File: config.mk
export PLATFORM = sky130hd
export DESIGN_NAME = gx_xcvr_rst_seq
export DESIGN_NICKNAME = d
export VERILOG_FILES = /design/src/rtl/gx_xcvr_rst_pkg.sv /design/src/rtl/gx_xcvr_rst_rx_lane.sv /design/src/rtl/gx_xcvr_rst_seq.sv
export SDC_FILE = /design/constraint.sdc
export NUM_CORES = 1
export LEC_CHECK = 0
export CAP_MARGIN = 10
export CORE_MARGIN = 2
export CORE_UTILIZATION = 45
export DETAILED_ROUTE_END_ITERATION = 16
export GPL_TIMING_DRIVEN = 0
export HOLD_SLACK_MARGIN = 0.1
export PLACE_DENSITY = 0.65
export SYNTH_ARGS = -nofsm -noshare
export SYNTH_HDL_FRONTEND = slang
export SYNTH_SLANG_ARGS = --single-unit
File: constraint.sdc
create_clock -name clk_50m -period 4.2 [get_ports clk_50m]
set_input_delay 1.05 -clock clk_50m [delete_from_list [all_inputs] [get_ports clk_50m]]
set_output_delay 1.05 -clock clk_50m [all_outputs]
set_load 0.1 [all_outputs]
File: src/rtl/gx_xcvr_rst_pkg.sv
// Shared types and helpers for the transceiver reset sequencer.
package gx_xcvr_rst_pkg;

  typedef enum logic [1:0] {
    TX_ANA       = 2'd0,
    TX_WAIT_LOCK = 2'd1,
    TX_READY     = 2'd2
  } tx_state_e;

  typedef enum logic [1:0] {
    RX_ANA      = 2'd0,
    RX_WAIT_LTD = 2'd1,
    RX_READY    = 2'd2
  } rx_state_e;

  // One counter width fits every threshold so TX and RX counters share it.
  function automatic int cnt_width(input int ana_cyc, input int tx_cyc, input int rx_cyc);
    int m;
    m = ana_cyc;
    if (tx_cyc > m) m = tx_cyc;
    if (rx_cyc > m) m = rx_cyc;
    return $clog2(m + 1);
  endfunction

endpackage

File: src/rtl/gx_xcvr_rst_rx_lane.sv
// One RX lane reset FSM: analog hold, CDR lock qualification, ready.
// In grouped mode the top gates the READY entry (group_ok_i) and forces
// a common re-reset (force_wait_i) when any lane drops out of READY.
module gx_xcvr_rst_rx_lane
  import gx_xcvr_rst_pkg::*;
#(
  parameter int ANA_RST_CYC = 4,
  parameter int RX_LOCK_CYC = 200,
  parameter int CW          = 8
) (
  input  logic clk_50m,
  input  logic rst,
  input  logic rx_cal_busy_s_i,
  input  logic rx_ltd_s_i,
  input  logic group_ok_i,
  input  logic force_wait_i,
  output logic ready_req_o,
  output logic leave_o,
  output logic rx_analogreset_o,
  output logic rx_digitalreset_o,
  output logic rx_ready_o
);

  localparam logic [CW-1:0] ANA_LAST  = CW'(ANA_RST_CYC - 1);
  localparam logic [CW-1:0] LOCK_LAST = CW'(RX_LOCK_CYC - 1);
  localparam logic [CW-1:0] CNT_SAT   = '1;

  rx_state_e     state_q, state_d;
  logic [CW-1:0] cnt_q, cnt_d;
  logic          ana_q, ana_d;
  logic          dig_q, dig_d;
  logic          rdy_q, rdy_d;

  // Lane would enter READY on this edge if the group allows it.
  assign ready_req_o = (state_q == RX_WAIT_LTD) && rx_ltd_s_i && (cnt_q >= LOCK_LAST);
  // Lane is about to drop out of READY.
  assign leave_o     = (state_q == RX_READY) && (rx_cal_busy_s_i || !rx_ltd_s_i);

  // Next state, counter and Moore output decode of the next state.
  // NOTE: every variable gets a default before the case so no latch is inferred.
  always_comb begin
    state_d = state_q;
    cnt_d   = (cnt_q == CNT_SAT) ? cnt_q : cnt_q + CW'(1);
    unique case (state_q)
      RX_ANA: begin
        if ((cnt_q >= ANA_LAST) && !rx_cal_busy_s_i) begin
          state_d = RX_WAIT_LTD;
          cnt_d   = '0;
        end
      end
      RX_WAIT_LTD: begin
        if (!rx_ltd_s_i) begin
          cnt_d = '0;
        end else if ((cnt_q >= LOCK_LAST) && group_ok_i) begin
          state_d = RX_READY;
          cnt_d   = '0;
        end
      end
      RX_READY: begin
        cnt_d = '0;
        if (rx_cal_busy_s_i)                   state_d = RX_ANA;
        else if (!rx_ltd_s_i || force_wait_i)  state_d = RX_WAIT_LTD;
      end
      default: begin
        state_d = RX_ANA;
        cnt_d   = '0;
      end
    endcase
    ana_d = (state_d == RX_ANA);
    dig_d = (state_d != RX_READY);
    rdy_d = (state_d == RX_READY);
  end

  // State, counter and registered outputs.
  // NOTE: sequential state uses non-blocking assignments so all flops update together.
  always_ff @(posedge clk_50m) begin
    if (rst) begin
      state_q <= RX_ANA;
      cnt_q   <= '0;
      ana_q   <= 1'b1;
      dig_q   <= 1'b1;
      rdy_q   <= 1'b0;
    end else begin
      state_q <= state_d;
      cnt_q   <= cnt_d;
      ana_q   <= ana_d;
      dig_q   <= dig_d;
      rdy_q   <= rdy_d;
    end
  end

  assign rx_analogreset_o  = ana_q;
  assign rx_digitalreset_o = dig_q;
  assign rx_ready_o        = rdy_q;

endmodule

File: src/rtl/gx_xcvr_rst_seq.sv
// Multi-lane transceiver reset sequencer: input synchronizers, one shared
// TX FSM and CH_N RX lane FSMs (independent or grouped).
module gx_xcvr_rst_seq
  import gx_xcvr_rst_pkg::*;
#(
  parameter int CH_N        = 4,
  parameter int ANA_RST_CYC = 4,
  parameter int TX_LOCK_CYC = 16,
  parameter int RX_LOCK_CYC = 200,
  parameter int RX_GROUP    = 0
) (
  input  logic            clk_50m,
  input  logic            rst,
  input  logic            pll_locked_i,
  input  logic            pll_cal_busy_i,
  input  logic [CH_N-1:0] tx_cal_busy_i,
  input  logic [CH_N-1:0] rx_cal_busy_i,
  input  logic [CH_N-1:0] rx_is_lockedtodata_i,
  output logic [CH_N-1:0] tx_analogreset_o,
  output logic [CH_N-1:0] tx_digitalreset_o,
  output logic [CH_N-1:0] rx_analogreset_o,
  output logic [CH_N-1:0] rx_digitalreset_o,
  output logic            tx_ready_o,
  output logic [CH_N-1:0] rx_ready_o
);

  localparam int CW     = cnt_width(ANA_RST_CYC, TX_LOCK_CYC, RX_LOCK_CYC);
  localparam int LOCK_W = CH_N + 1;
  localparam int BUSY_W = 2 * CH_N + 1;

  localparam logic [CW-1:0] ANA_LAST  = CW'(ANA_RST_CYC - 1);
  localparam logic [CW-1:0] LOCK_LAST = CW'(TX_LOCK_CYC - 1);
  localparam logic [CW-1:0] CNT_SAT   = '1;

  logic [LOCK_W-1:0] lock_meta_q, lock_sync_q;
  logic [BUSY_W-1:0] busy_meta_q, busy_sync_q;

  logic              pll_locked_s;
  logic              pll_cal_busy_s;
  logic [CH_N-1:0]   tx_cal_busy_s;
  logic [CH_N-1:0]   rx_cal_busy_s;
  logic [CH_N-1:0]   rx_ltd_s;
  logic              tx_busy_s;

  // Two-flop synchronizers; locks reset deasserted, busies reset asserted.
  always_ff @(posedge clk_50m) begin
    if (rst) begin
      lock_meta_q <= '0;
      lock_sync_q <= '0;
      busy_meta_q <= '1;
      busy_sync_q <= '1;
    end else begin
      lock_meta_q <= {rx_is_lockedtodata_i, pll_locked_i};
      lock_sync_q <= lock_meta_q;
      busy_meta_q <= {rx_cal_busy_i, tx_cal_busy_i, pll_cal_busy_i};
      busy_sync_q <= busy_meta_q;
    end
  end

  assign pll_locked_s   = lock_sync_q[0];
  assign rx_ltd_s       = lock_sync_q[LOCK_W-1:1];
  assign pll_cal_busy_s = busy_sync_q[0];
  assign tx_cal_busy_s  = busy_sync_q[CH_N:1];
  assign rx_cal_busy_s  = busy_sync_q[BUSY_W-1:CH_N+1];
  assign tx_busy_s      = pll_cal_busy_s | (|tx_cal_busy_s);

  // ---------------------------------------------------------------- TX FSM
  tx_state_e     tx_state_q, tx_state_d;
  logic [CW-1:0] tx_cnt_q, tx_cnt_d;
  logic          tx_ana_q, tx_ana_d;
  logic          tx_dig_q, tx_dig_d;
  logic          tx_rdy_q, tx_rdy_d;

  // TX next state; busy takes priority over PLL lock loss in READY.
  always_comb begin
    tx_state_d = tx_state_q;
    tx_cnt_d   = (tx_cnt_q == CNT_SAT) ? tx_cnt_q : tx_cnt_q + CW'(1);
    unique case (tx_state_q)
      TX_ANA: begin
        if ((tx_cnt_q >= ANA_LAST) && !tx_busy_s) begin
          tx_state_d = TX_WAIT_LOCK;
          tx_cnt_d   = '0;
        end
      end
      TX_WAIT_LOCK: begin
        if (!pll_locked_s) begin
          tx_cnt_d = '0;
        end else if (tx_cnt_q >= LOCK_LAST) begin
          tx_state_d = TX_READY;
          tx_cnt_d   = '0;
        end
      end
      TX_READY: begin
        tx_cnt_d = '0;
        if (tx_busy_s)          tx_state_d = TX_ANA;
        else if (!pll_locked_s) tx_state_d = TX_WAIT_LOCK;
      end
      default: begin
        tx_state_d = TX_ANA;
        tx_cnt_d   = '0;
      end
    endcase
    tx_ana_d = (tx_state_d == TX_ANA);
    tx_dig_d = (tx_state_d != TX_READY);
    tx_rdy_d = (tx_state_d == TX_READY);
  end

  // TX state, counter and registered outputs.
  always_ff @(posedge clk_50m) begin
    if (rst) begin
      tx_state_q <= TX_ANA;
      tx_cnt_q   <= '0;
      tx_ana_q   <= 1'b1;
      tx_dig_q   <= 1'b1;
      tx_rdy_q   <= 1'b0;
    end else begin
      tx_state_q <= tx_state_d;
      tx_cnt_q   <= tx_cnt_d;
      tx_ana_q   <= tx_ana_d;
      tx_dig_q   <= tx_dig_d;
      tx_rdy_q   <= tx_rdy_d;
    end
  end

  assign tx_analogreset_o  = {CH_N{tx_ana_q}};
  assign tx_digitalreset_o = {CH_N{tx_dig_q}};
  assign tx_ready_o        = tx_rdy_q;

  // --------------------------------------------------------------- RX lanes
  logic [CH_N-1:0] ready_req;
  logic [CH_N-1:0] leave;
  logic            group_ok;
  logic            force_wait;

  // Grouped mode: release together once every lane is qualified, and
  // re-reset every lane when any one drops out of READY.
  assign group_ok   = (RX_GROUP != 0) ? (&ready_req) : 1'b1;
  assign force_wait = (RX_GROUP != 0) && (|leave);

  for (genvar i = 0; i < CH_N; i++) begin : g_lane
    gx_xcvr_rst_rx_lane #(
      .ANA_RST_CYC (ANA_RST_CYC),
      .RX_LOCK_CYC (RX_LOCK_CYC),
      .CW          (CW)
    ) u_lane (
      .clk_50m           (clk_50m),
      .rst               (rst),
      .rx_cal_busy_s_i   (rx_cal_busy_s[i]),
      .rx_ltd_s_i        (rx_ltd_s[i]),
      .group_ok_i        (group_ok),
      .force_wait_i      (force_wait),
      .ready_req_o       (ready_req[i]),
      .leave_o           (leave[i]),
      .rx_analogreset_o  (rx_analogreset_o[i]),
      .rx_digitalreset_o (rx_digitalreset_o[i]),
      .rx_ready_o        (rx_ready_o[i])
    );
  end

endmodule
Word-level counts from Yosys, hierarchy flattened
Cells that the tools add are included.
{"block": "totals", "word_cells": 146, "input_bits": 16, "register_bits": 93, "out_inout_bits": 21}
{"block": "op_classes", "bitwise": 1, "n_lt_le_gt_ge": 10, "mux": 55, "add_sub_neg": 5, "n_eq_ne": 25, "n_reduce_logical": 21}
{"op": "$mux 8", "n": 20}
{"op": "$pmux 8 s2", "n": 5}
{"op": "$mux 2", "n": 25}
{"op": "$add 8x1->8 const B", "n": 5}
{"op": "$eq 8x8->1 const B", "n": 5}
{"op": "$ge 8x2->1 const B", "n": 5}
{"op": "$ge 8x8->1 const B", "n": 4}
{"op": "$pmux 2 s3", "n": 5}
{"op": "$eq 2x2->1 const B", "n": 10}
{"op": "$logic_not 2->1", "n": 10}
{"op": "$eq 2x1->1 const B", "n": 5}
{"op": "$ne 2x2->1 const B", "n": 5}
{"op": "$ge 8x4->1 const B", "n": 1}
{"op": "$logic_and 1x1->1", "n": 5}
{"op": "$logic_not 1->1", "n": 5}
{"op": "$reduce_or 4->1", "n": 1}
{"op": "$or 1x1->1", "n": 1}

Logic depth before layout (Yosys ltp)
Gate-level depths: netlist of run 1.
{"block": "logic_depth", "word_depth": 7, "depth_mapped": 6, "mapped_depth_nobuf": 5}

By module
A second synthesis of run 1 with hierarchy kept.
{"block": "hier_totals", "cells_unflattened": 436, "area_unflattened_um2": 4227.8}
{"mod": "gx_xcvr_rst_rx_lane", "n_inst": 4, "area_per_inst_um2": 688.2, "cells_per_inst": 73, "seq_area_each_um2": 260.2}
{"mod": "gx_xcvr_rst_seq", "n_inst": 1, "area_per_inst_um2": 1475.2, "cells_per_inst": 144, "seq_area_each_um2": 820.8}

Worst setup path before layout of run 1
No wires, ideal clock.
{"block": "synth_timing", "path_type": "input to register", "startpoint": "input rst", "endpoint": "register tx_state_q[0]", "required_time_ns": 4.084, "t_arrival_ns": 2.079, "path_stages": 5, "n_path_buf": 3, "setup_time_ns": 0.116, "setup_slack_ns": 2.005, "path_cell_list": "clkbuf_1 clkbuf_1 clkbuf_1 nor2_1 and3_1"}
{"item": "start, declared", "line": "gx_xcvr_rst_seq.sv:13", "text": "input logic rst,"}
{"item": "end signal, assigned", "line": "gx_xcvr_rst_seq.sv:117", "text": "tx_state_q <= tx_state_d;"}
{"item": "end, declared", "line": "gx_xcvr_rst_seq.sv:68", "text": "tx_state_e tx_state_q, tx_state_d;"}

Final worst setup path of run 1
{"block": "layout_timing", "startpoint": "register tx_dig_q", "endpoint": "output tx_digitalreset_o[3]"}
{"item": "start, declared", "line": "gx_xcvr_rst_seq.sv:71", "text": "logic tx_dig_q, tx_dig_d;"}
{"item": "start signal, assigned", "line": "gx_xcvr_rst_seq.sv:120", "text": "tx_dig_q <= tx_dig_d;"}
{"item": "end, declared", "line": "gx_xcvr_rst_seq.sv:20", "text": "output logic [CH_N-1:0] tx_digitalreset_o,"}
No word-level cell between the ends.

==> impl_metrics.env, run 1 <==
export IMPL_path_clk_slew_ns=0.09
export IMPL_outcome="finished clean"
export IMPL_synthTopCellsByArea="dfxtp_1 (47%), nor2_1 (4.6%), buf_4 (3.8%)"
export IMPL_start_kind="register"
export IMPL_grt_overflow=0
export IMPL_gp_congestion=0.831
export IMPL_cts_resized=0
export IMPL_drv_slew=0
export IMPL_ant_nets=0
export IMPL_drive_gt1_frac=0.153
export IMPL_die_w_um=97.6
export IMPL_critPathRequiredTime_ns=3.15
export IMPL_yosysWarnings=0
export IMPL_hold_viol_final=0
export IMPL_rows=34
export IMPL_cts_made_buffers=9
export IMPL_vias=3040
export IMPL_worst_ep_arrival_time_ns=1.97
export IMPL_area_delta_synth_final_pct=17.6
export IMPL_synthArstFlopShare=0
export IMPL_syn_area_um2=3940
export IMPL_cts_buffer_depth=2
export IMPL_final_area_um2=4640
export IMPL_ir_worst_vdd_v=0.000174
export IMPL_synth_seq_area_share=0.472
export IMPL_tightest_slew_ns=0.972
export IMPL_cp_max_fo=4
export IMPL_grt_max_degree=15
export IMPL_synthFlopType="dfxtp_1"
export IMPL_ys_ff_latch=93
export IMPL_slew_headroom=0.350
export IMPL_max_cap_violations=0
export IMPL_wl_per_cell_um=11.9
export IMPL_place_hpwl_um=4950
export IMPL_yosys_area_top_type_share=0.472
export IMPL_cts_root_buf="clkbuf_8"
export IMPL_clk_latency_ns=0.36
export IMPL_yosys_area_top_type="dfxtp_1"
export IMPL_postCtsHoldBufs=0
export IMPL_synth_edf_count=0
export IMPL_period_share=0.720
export IMPL_core_um2=8590
export IMPL_place_area_um2=4430
export IMPL_p_leak_nw=1.76
export IMPL_max_freq_mhz=331
export IMPL_hp_class="reg -> reg"
export IMPL_synthesis_nets=448
export IMPL_period_minus_slack_ns=3.02
export IMPL_pin_count=37
export IMPL_endpoint_kind="output port"
export IMPL_cts_sinks=93
export IMPL_route_detailed_drc=0
export IMPL_drtIter0Drc=72
export IMPL_h_tree_depth=3
export IMPL_grt_pass1_wl_um=12400
export IMPL_n_antenna_cell=0
export IMPL_setup_viol=0
export IMPL_dieArea_um2=9530
export IMPL_grt_pass1_vias=2851
export IMPL_synthCells=427
export IMPL_port_buffers=35
export IMPL_vias_per_cell=5.20
export IMPL_yosysUniqueCellTypes=55
export IMPL_tns_ns=0
export IMPL_fin_nets=494
export IMPL_drt_wl_total_um=6950
export IMPL_power_total_w=0.00175
export IMPL_track_usage=0.157
export IMPL_drt_pass1_iter_count=4
export IMPL_synth_common_cells="dfxtp_1 (93), nor2_1 (48), or2_2 (24)"
export IMPL_die_h_um=97.6
export IMPL_avgSynthCellArea_um2=9.23
export IMPL_cts_tree="built"
export IMPL_powerDensity_nw_per_um2=378
export IMPL_start_util=0.459
export IMPL_grt_antenna_before_repair=0
export IMPL_post_cts_buffers=0
export IMPL_rsz0062_at_grt="no"
export IMPL_yosysMostFrequentCell="dfxtp_1"
export IMPL_fin_skew_ns=0.0118
export IMPL_crit_type="reg -> out"
-- critical path: stages, from the launching register on --
cell and delay [ns]:
dfxtp_1 0.38, buf_4 0.12, clkdlybuf4s50_1 1.12
-- final cells by class --
| type | instances | area (um2) |
|---|---|---|
| sequential | 93 | 1860 |
| clock buffer | 12 | 165 |
| timing repair buffer | 35 | 350 |
| buffer | 33 | 204 |
| clock inverter | 3 | 43.8 |
| tap | 108 | 135 |
| inverter | 13 | 48.8 |
| multi-input combinational | 288 | 1830 |
| fill | 792 | 3960 |
-- sequential cells by signal (all words and copies together), names as in the netlist, 5 cells and up --
name                   count
busy_sync_q                9
g_lane.u_lane.state_q      8
lock_meta_q                5
busy_meta_q                9
g_lane.u_lane.cnt_q       32
lock_sync_q                5
tx_cnt_q                   8
-- placed cells by master, fill, tap and decap left out, types with 5 or more instances in the layout --
master	instances
a211oi_1	13
a21oi_1	10
a31oi_1	9
and3_1	8
buf_4	20
clkbuf_1	8
clkbuf_8	12
clkdlybuf4s50_1	35
dfxtp_1	93
ha_1	5
inv_1	13
mux2i_1	12
nand2_1	17
nand3_1	19
nor2_1	48
nor2b_1	15
nor3_1	18
nor3b_1	5
nor4_1	5
o21ai_0	10
or2_2	24
or3_1	6
-- kinds of logic after synthesis --
| family | share of synthesized area |
|---|---|
| AOI/OAI and AO/OA | 0.160 |
| xor gates and xnor gates | 0.0178 |
| adders and majority gates | 0.0159 |
| buffers and inverters | 0.0641 |
| DFF | 0.472 |
| muxes | 0.0305 |
| and+or+nand+nor | 0.240 |
-- stage by stage --
step                      cells  worst slack [ns]  hold slack, ns   util
after detailed placement    570              1.48           0.394  0.515
after global routing        585              1.11           0.431  0.540
after CTS                   585              1.15           0.411  0.540
after global placement      570              1.47           0.393  0.515
after floorplan             427              2.01           0.389      -
final                       585              1.18           0.408  0.540
-- where the power goes --
group | internal [W] | switching [W] | leakage (nW) | total [W]
registers | 0.000923 | 0.0000290 | 0.760 | 0.000952
logic | 0.0000777 | 0.000108 | 0.889 | 0.000186
clock network | 0.000321 | 0.000295 | 0.108 | 0.000616
total | 0.00132 | 0.000432 | 1.76 | 0.00175
-- routing by layer --
layer / global-route usage / up-vias / share of wire / wire, um
li1: - / 1611 / - / -
met1: 0.201 / 1374 / 0.49 / 3370
met2: 0.253 / 47 / 0.46 / 3210
met3: 0.0353 / 8 / 0.037 / 260
met4: 0.0737 / 0 / 0.016 / 112
met5: 0 / - / 0 / 0
-- final timing paths --
path | startpoint | to | slack, ns | cells past startpoint
min reg2reg | busy_meta_q[6] | busy_sync_q[6] | 0.41 | 1
max reg2reg | g_lane[1].u_lane.cnt_q[0] | g_lane[1].u_lane.cnt_q[3] | 2.09 | 5
min | busy_meta_q[6] | busy_sync_q[6] | 0.41 | 1
max | tx_dig_q | tx_digitalreset_o[3] | 1.18 | 2
Power figures use the tool's default switching activity.
==> run 2: changes to the inputs <==
- PLACE_DENSITY: 0.65 -> 0.68
- clock period: 4.2 -> 2.6 ns (I/O delays scaled with it)
==> run 2 against run 1 <==
Die area did not move. Largest power group unchanged. Sequential share of layout area increased by 0.34 points. Final cell count is 0.17% lower. Non-clock buffer count unchanged. Setup slack worse by 1.1 ns. Register-to-register slack worse by 1.6 ns.
==> impl_metrics.env, run 2 (synthesis results as in run 1) <==
export IMPL_port_buffers=35
export IMPL_layout_commonest_cell="dfxtp_1"
export IMPL_critPathMaxStageDelay_ns=1.11
export IMPL_cp_max_fo=1
export IMPL_top_register="g_lane.u_lane.cnt_q"
export IMPL_top_regs="g_lane.u_lane.cnt_q: 32 flops, busy_meta_q: 9 flops, busy_sync_q: 9 flops"
export IMPL_worst_ep_arrival_time_ns=1.87
export IMPL_r2r_cells=5
export IMPL_die_w_um=97.6
export IMPL_p_seq_frac=0.559
export IMPL_period_share=0.971
export IMPL_period_minus_slack_ns=2.52
export IMPL_cts_resized=8
export IMPL_intPower_w=0.00208
export IMPL_post_cts_buffers=0
export IMPL_tns_ns=0
export IMPL_pin_count=37
export IMPL_place_area_um2=4430
export IMPL_fin_nets=494
export IMPL_worst_path_max_delay_cell="clkdlybuf4s50_1"
export IMPL_combPwrFrac=0.109
export IMPL_critPathRequiredTime_ns=1.95
export IMPL_grt_max_degree=14
export IMPL_tightest_slew_ns=0.975
export IMPL_max_cap_violations=0
export IMPL_cts_made_buffers=9
export IMPL_track_usage=0.155
export IMPL_dieArea_um2=9530
export IMPL_fin_skew_ns=0.00648
export IMPL_start_util=0.459
export IMPL_max_freq_mhz=396
export IMPL_gp_congestion=0.826
export IMPL_die_h_um=97.6
export IMPL_vias=3092
export IMPL_regArea_um2=1860
export IMPL_postCtsHoldBufs=0
export IMPL_cts_root_buf="clkbuf_8"
export IMPL_drt_pass1_iter_count=4
export IMPL_crit_type="reg -> out"
export IMPL_grt_overflow=0
export IMPL_vias_per_cell=5.29
export IMPL_start_kind="register"
export IMPL_ir_worst_vdd_v=0.000232
export IMPL_endpoint_kind="output port"
export IMPL_drt_wl_total_um=7150
export IMPL_cts_buffer_depth=2
export IMPL_slew_headroom=0.348
export IMPL_clk_latency_ns=0.34
export IMPL_ant_nets=0
export IMPL_fill_cells=803
export IMPL_n_antenna_cell=0
export IMPL_final_cell_mix="dfxtp_1 (93), nor2_1 (48), clkdlybuf4s50_1 (27)"
export IMPL_setup_viol=0
export IMPL_largest_reg_flops=32
export IMPL_drive_gt1_frac=0.147
export IMPL_outcome="finished clean"
export IMPL_h_tree_depth=3
export IMPL_grt_pass1_wl_um=12400
export IMPL_rsz0062_at_grt="no"
export IMPL_crit_chain="buf_4 -> clkdlybuf4s50_1"
export IMPL_cts_sinks=93
export IMPL_clockPowerShare=0.332
export IMPL_hp_class="reg -> reg"
export IMPL_route_detailed_drc=0
export IMPL_min_path_cells=1
export IMPL_drtIter0Drc=46
export IMPL_core_um2=8590
export IMPL_drv_slew=0
export IMPL_rows=34
export IMPL_hold_viol_final=0
export IMPL_multi_input_area_um2=1830
export IMPL_power_switching_w=0.000676
export IMPL_grt_pass1_vias=2845
export IMPL_grt_antenna_before_repair=0
export IMPL_path_clk_slew_ns=0.08
export IMPL_cts_tree="built"
export IMPL_final_area_um2=4600
export IMPL_wl_per_cell_um=12.2
export IMPL_p_sw_frac=0.246
export IMPL_area_delta_synth_final_pct=16.6
export IMPL_p_leak_nw=1.72
export IMPL_place_hpwl_um=5070
export IMPL_powerDensity_nw_per_um2=599
-- run 2: critical path, delay by kind of cell, from the launching register on --
family / cells / cell delay [ns]
buffers and inverters: 2 / 1.20
flip-flops: 1 / 0.32
-- run 2: final timing paths --
path,start,end,slack (ns)
worst min-delay path,busy_meta_q[6],busy_sync_q[6],0.41
worst min register to register,busy_meta_q[6],busy_sync_q[6],0.41
worst max register to register,g_lane[1].u_lane.cnt_q[0],g_lane[1].u_lane.cnt_q[2],0.50
worst max-delay path,g_lane[3].u_lane.rx_analogreset_o,rx_analogreset_o[3],0.08
-- run 2: layer usage --
layer | wire, um | track usage | share of wire | up-vias
met5 | 0 | 0 | 0 | -
li1 | - | - | - | 1617
met4 | 78 | 0.0491 | 0.011 | 0
met2 | 3410 | 0.265 | 0.48 | 41
met1 | 3450 | 0.192 | 0.48 | 1427
met3 | 217 | 0.0367 | 0.030 | 7
-- run 2: through the flow --
| stage | std cells | hold slack [ns] | power (W) | utilization | worst slack, ns |
|---|---|---|---|---|---|
| finish | 584 | 0.412 | 0.00275 | 0.535 | 0.0765 |
| global route | 584 | 0.427 | 0.00288 | 0.535 | 0.0117 |
| CTS | 584 | 0.413 | 0.00278 | 0.535 | 0.0483 |
| detailed placement | 570 | 0.395 | 0.00187 | 0.515 | 0.321 |
| global placement | 570 | 0.394 | 0.00186 | 0.515 | 0.354 |
| floorplan | 427 | 0.389 | 0.00179 | - | 0.715 |
-- run 2: final cells by class --
type	count	area share
Tap cell	108	0.0294
Timing Repair Buffer	35	0.0740
Sequential cell	93	0.405
Clock buffer	12	0.0316
Buffer	33	0.0444
Clock inverter	2	0.00762
Multi-Input combinational cell	288	0.398
Inverter	13	0.0106
-- run 2: power groups by stage --
stage | sequential [W] | clock [W] | combinational [W]
after floorplan | 0.00156 | 0 | 0.000230
after global placement | 0.00157 | 0 | 0.000294
after detailed placement | 0.00157 | 0 | 0.000300
after CTS | 0.00154 | 0.000942 | 0.000302
after global routing | 0.00155 | 0.00100 | 0.000333
final | 0.00154 | 0.000915 | 0.000300
==> run 3: changes to the inputs <==
- GPL_TIMING_DRIVEN: 0 -> not set
- SLEW_MARGIN: not set -> 40
==> run 3 against run 2 <==
Combinational power down 7.3%. Clock power up 17%. Clock skew up 0.0027 ns. Power up 5.1%. Die area unchanged. Hold slack worse by 0.0039 ns. Count of clock-buffer cells in the layout up 1. Global-route usage down 0.48 points. Maximum frequency up 23%. Non-clock buffer count down 31. Flip-flop and latch count unchanged. Core utilization down 2.0 points. Critical path type is now reg -> reg. Largest cell class unchanged.
==> impl_metrics.env, run 3 (synthesis results as in run 1) <==
export IMPL_r2r_slack_ns=0.54
export IMPL_final_cell_mix="dfxtp_1 (93), nor2_1 (48), or2_2 (24)"
export IMPL_rr_startpoint="g_lane[3].u_lane.cnt_q[0]"
export IMPL_grt_antenna_before_repair=0
export IMPL_top_regs="g_lane.u_lane.cnt_q: 32 flops, busy_meta_q: 9 flops, busy_sync_q: 9 flops"
export IMPL_crit_buf_inv=0
export IMPL_cts_root_buf="clkbuf_8"
export IMPL_track_usage=0.150
export IMPL_multi_input_area_um2=1830
export IMPL_start_util=0.459
export IMPL_core_um2=8590
export IMPL_cts_resized=0
export IMPL_clockPowerShare=0.369
export IMPL_rsz0062_at_grt="no"
export IMPL_cp_max_fo=6
export IMPL_power_switching_w=0.000691
export IMPL_ant_nets=0
export IMPL_slew_headroom=0.503
export IMPL_intPower_w=0.00220
export IMPL_fin_ws_ns=0.541
export IMPL_endpoint_kind="register"
export IMPL_vias=3000
export IMPL_crit_type="reg -> reg"
export IMPL_drt_wl_total_um=6970
export IMPL_grt_pass1_wl_um=12000
export IMPL_drive_gt1_frac=0.157
export IMPL_min_path_cells=1
export IMPL_gp_congestion=0.817
export IMPL_critPathMaxStageDelay_ns=0.67
export IMPL_tightest_slew_ns=0.726
export IMPL_area_delta_synth_final_pct=12.3
export IMPL_drt_pass1_iter_count=4
export IMPL_setup_viol=0
export IMPL_final_cells=555
export IMPL_grt_pass1_vias=2740
export IMPL_pin_count=37
export IMPL_h_tree_depth=3
export IMPL_fin_nets=463
export IMPL_rows=34
export IMPL_top_register="g_lane.u_lane.cnt_q"
export IMPL_hold_viol_final=0
export IMPL_p_seq_frac=0.535
export IMPL_dieArea_um2=9530
export IMPL_grt_max_degree=47
export IMPL_die_h_um=97.6
export IMPL_place_ws_ns=0.330
export IMPL_crit_chain="ha_1 -> a2111oi_0 -> o21ai_0 -> a221oi_1 -> nor2_1"
export IMPL_p_sw_frac=0.239
export IMPL_max_freq_mhz=486
export IMPL_postCtsHoldBufs=0
export IMPL_vias_per_cell=5.41
export IMPL_powerDensity_nw_per_um2=653
export IMPL_ir_worst_vdd_v=0.000266
export IMPL_worst_hold_startpoint="busy_meta_q[8]"
export IMPL_path_clk_slew_ns=0.09
export IMPL_max_cap_violations=0
export IMPL_start_kind="register"
export IMPL_cts_made_buffers=9
export IMPL_tns_ns=0
export IMPL_n_antenna_cell=0
export IMPL_cts_tree="built"
export IMPL_p_leak_nw=1.66
export IMPL_drtIter0Drc=103
export IMPL_regArea_um2=1860
export IMPL_die_w_um=97.6
export IMPL_critPathRequiredTime_ns=2.84
export IMPL_layout_commonest_cell="dfxtp_1"
export IMPL_worst_ep_arrival_time_ns=2.30
export IMPL_outcome="finished clean"
export IMPL_route_detailed_drc=0
export IMPL_reg2reg_to="g_lane[3].u_lane.rx_analogreset_o"
export IMPL_port_buffers=36
export IMPL_combPwrFrac=0.096
export IMPL_clk_latency_ns=0.35
export IMPL_cts_buffer_depth=2
export IMPL_post_cts_buffers=0
export IMPL_wl_per_cell_um=12.6
export IMPL_cts_sinks=93
export IMPL_worst_path_max_delay_cell="a2111oi_0"
export IMPL_place_hpwl_um=4840
export IMPL_dp_cells=539
export IMPL_crit_family="compound AO/OA/AOI/OAI gates"
export IMPL_drv_slew=0
export IMPL_hp_class="reg -> reg"
export IMPL_largest_reg_flops=32
export IMPL_fin_skew_ns=0.00915
export IMPL_whs_endpoint="busy_sync_q[8]"
export IMPL_grt_overflow=0
export IMPL_fill_cells=806
export IMPL_r2r_cells=5
export IMPL_period_minus_slack_ns=2.06
export IMPL_period_share=0.792
## run 3: changes by cell type in the layout (fill, tap and decap cells not counted)
cell,delta
buf_1,-1
clkinvlp_4,+1
clkdlybuf4s50_1,-12
dlygate4sd2_1,-8
clkinv_2,-1
buf_2,-4
buf_12,+1
clkbuf_8,+1
bufinv_16,+1
buf_4,+1
clkbuf_1,-8
## run 3: final cells by class
class	instances	area share
Clock buffer	13	0.0359
Inverter	13	0.0110
Clock inverter	3	0.0153
Tap cell	108	0.0305
Timing Repair Buffer	37	0.0740
Multi-Input combinational cell	288	0.413
Sequential cell	93	0.420
## run 3: worst max path at each step
| stage | from | to | slack, ns | depth (start not counted) |
|---|---|---|---|---|
| 2_1_floorplan | g_lane[3].u_lane.cnt_q[0] | g_lane[3].u_lane.cnt_q[2] | 0.71 | 5 |
| 3_3_place_gp | rst | g_lane[0].u_lane.cnt_q[2] | 0.39 | 5 |
| 3_5_place_dp | rst | g_lane[2].u_lane.cnt_q[4] | 0.33 | 5 |
| 4_1_cts | g_lane[3].u_lane.cnt_q[0] | g_lane[3].u_lane.rx_analogreset_o | 0.50 | 5 |
| 5_1_grt | g_lane[3].u_lane.cnt_q[0] | g_lane[3].u_lane.rx_analogreset_o | 0.35 | 5 |
| 6_report | g_lane[3].u_lane.cnt_q[0] | g_lane[3].u_lane.rx_analogreset_o | 0.54 | 5 |
## run 3: power by group through the flow
stage / Clock [W] / Combinational, W / Sequential (W)
floorplan: 0 / 0.000230 / 0.00156
detailed placement: 0 / 0.000281 / 0.00158
global route: 0.00115 / 0.000308 / 0.00156
finish: 0.00107 / 0.000278 / 0.00155
global placement: 0 / 0.000271 / 0.00158
CTS: 0.00110 / 0.000281 / 0.00155
## run 3: metal layers
layer / up-vias / global-route usage / routed length (um)
li1: 1550 / - / -
met1: 1397 / 0.194 / 3420
met2: 41 / 0.242 / 3230
met3: 12 / 0.0237 / 154
met4: 0 / 0.0759 / 160
met5: - / 0 / 0
## run 3: stage by stage
step	instance area [um2]	hold WS (ns)	total power, W	utilization
final	4430	0.408	0.00289	0.515
after global routing	4430	0.412	0.00301	0.515
after CTS	4430	0.410	0.00292	0.515
after detailed placement	4200	0.393	0.00186	0.489
after global placement	4200	0.392	0.00185	0.489
after floorplan	3940	0.389	0.00179	-
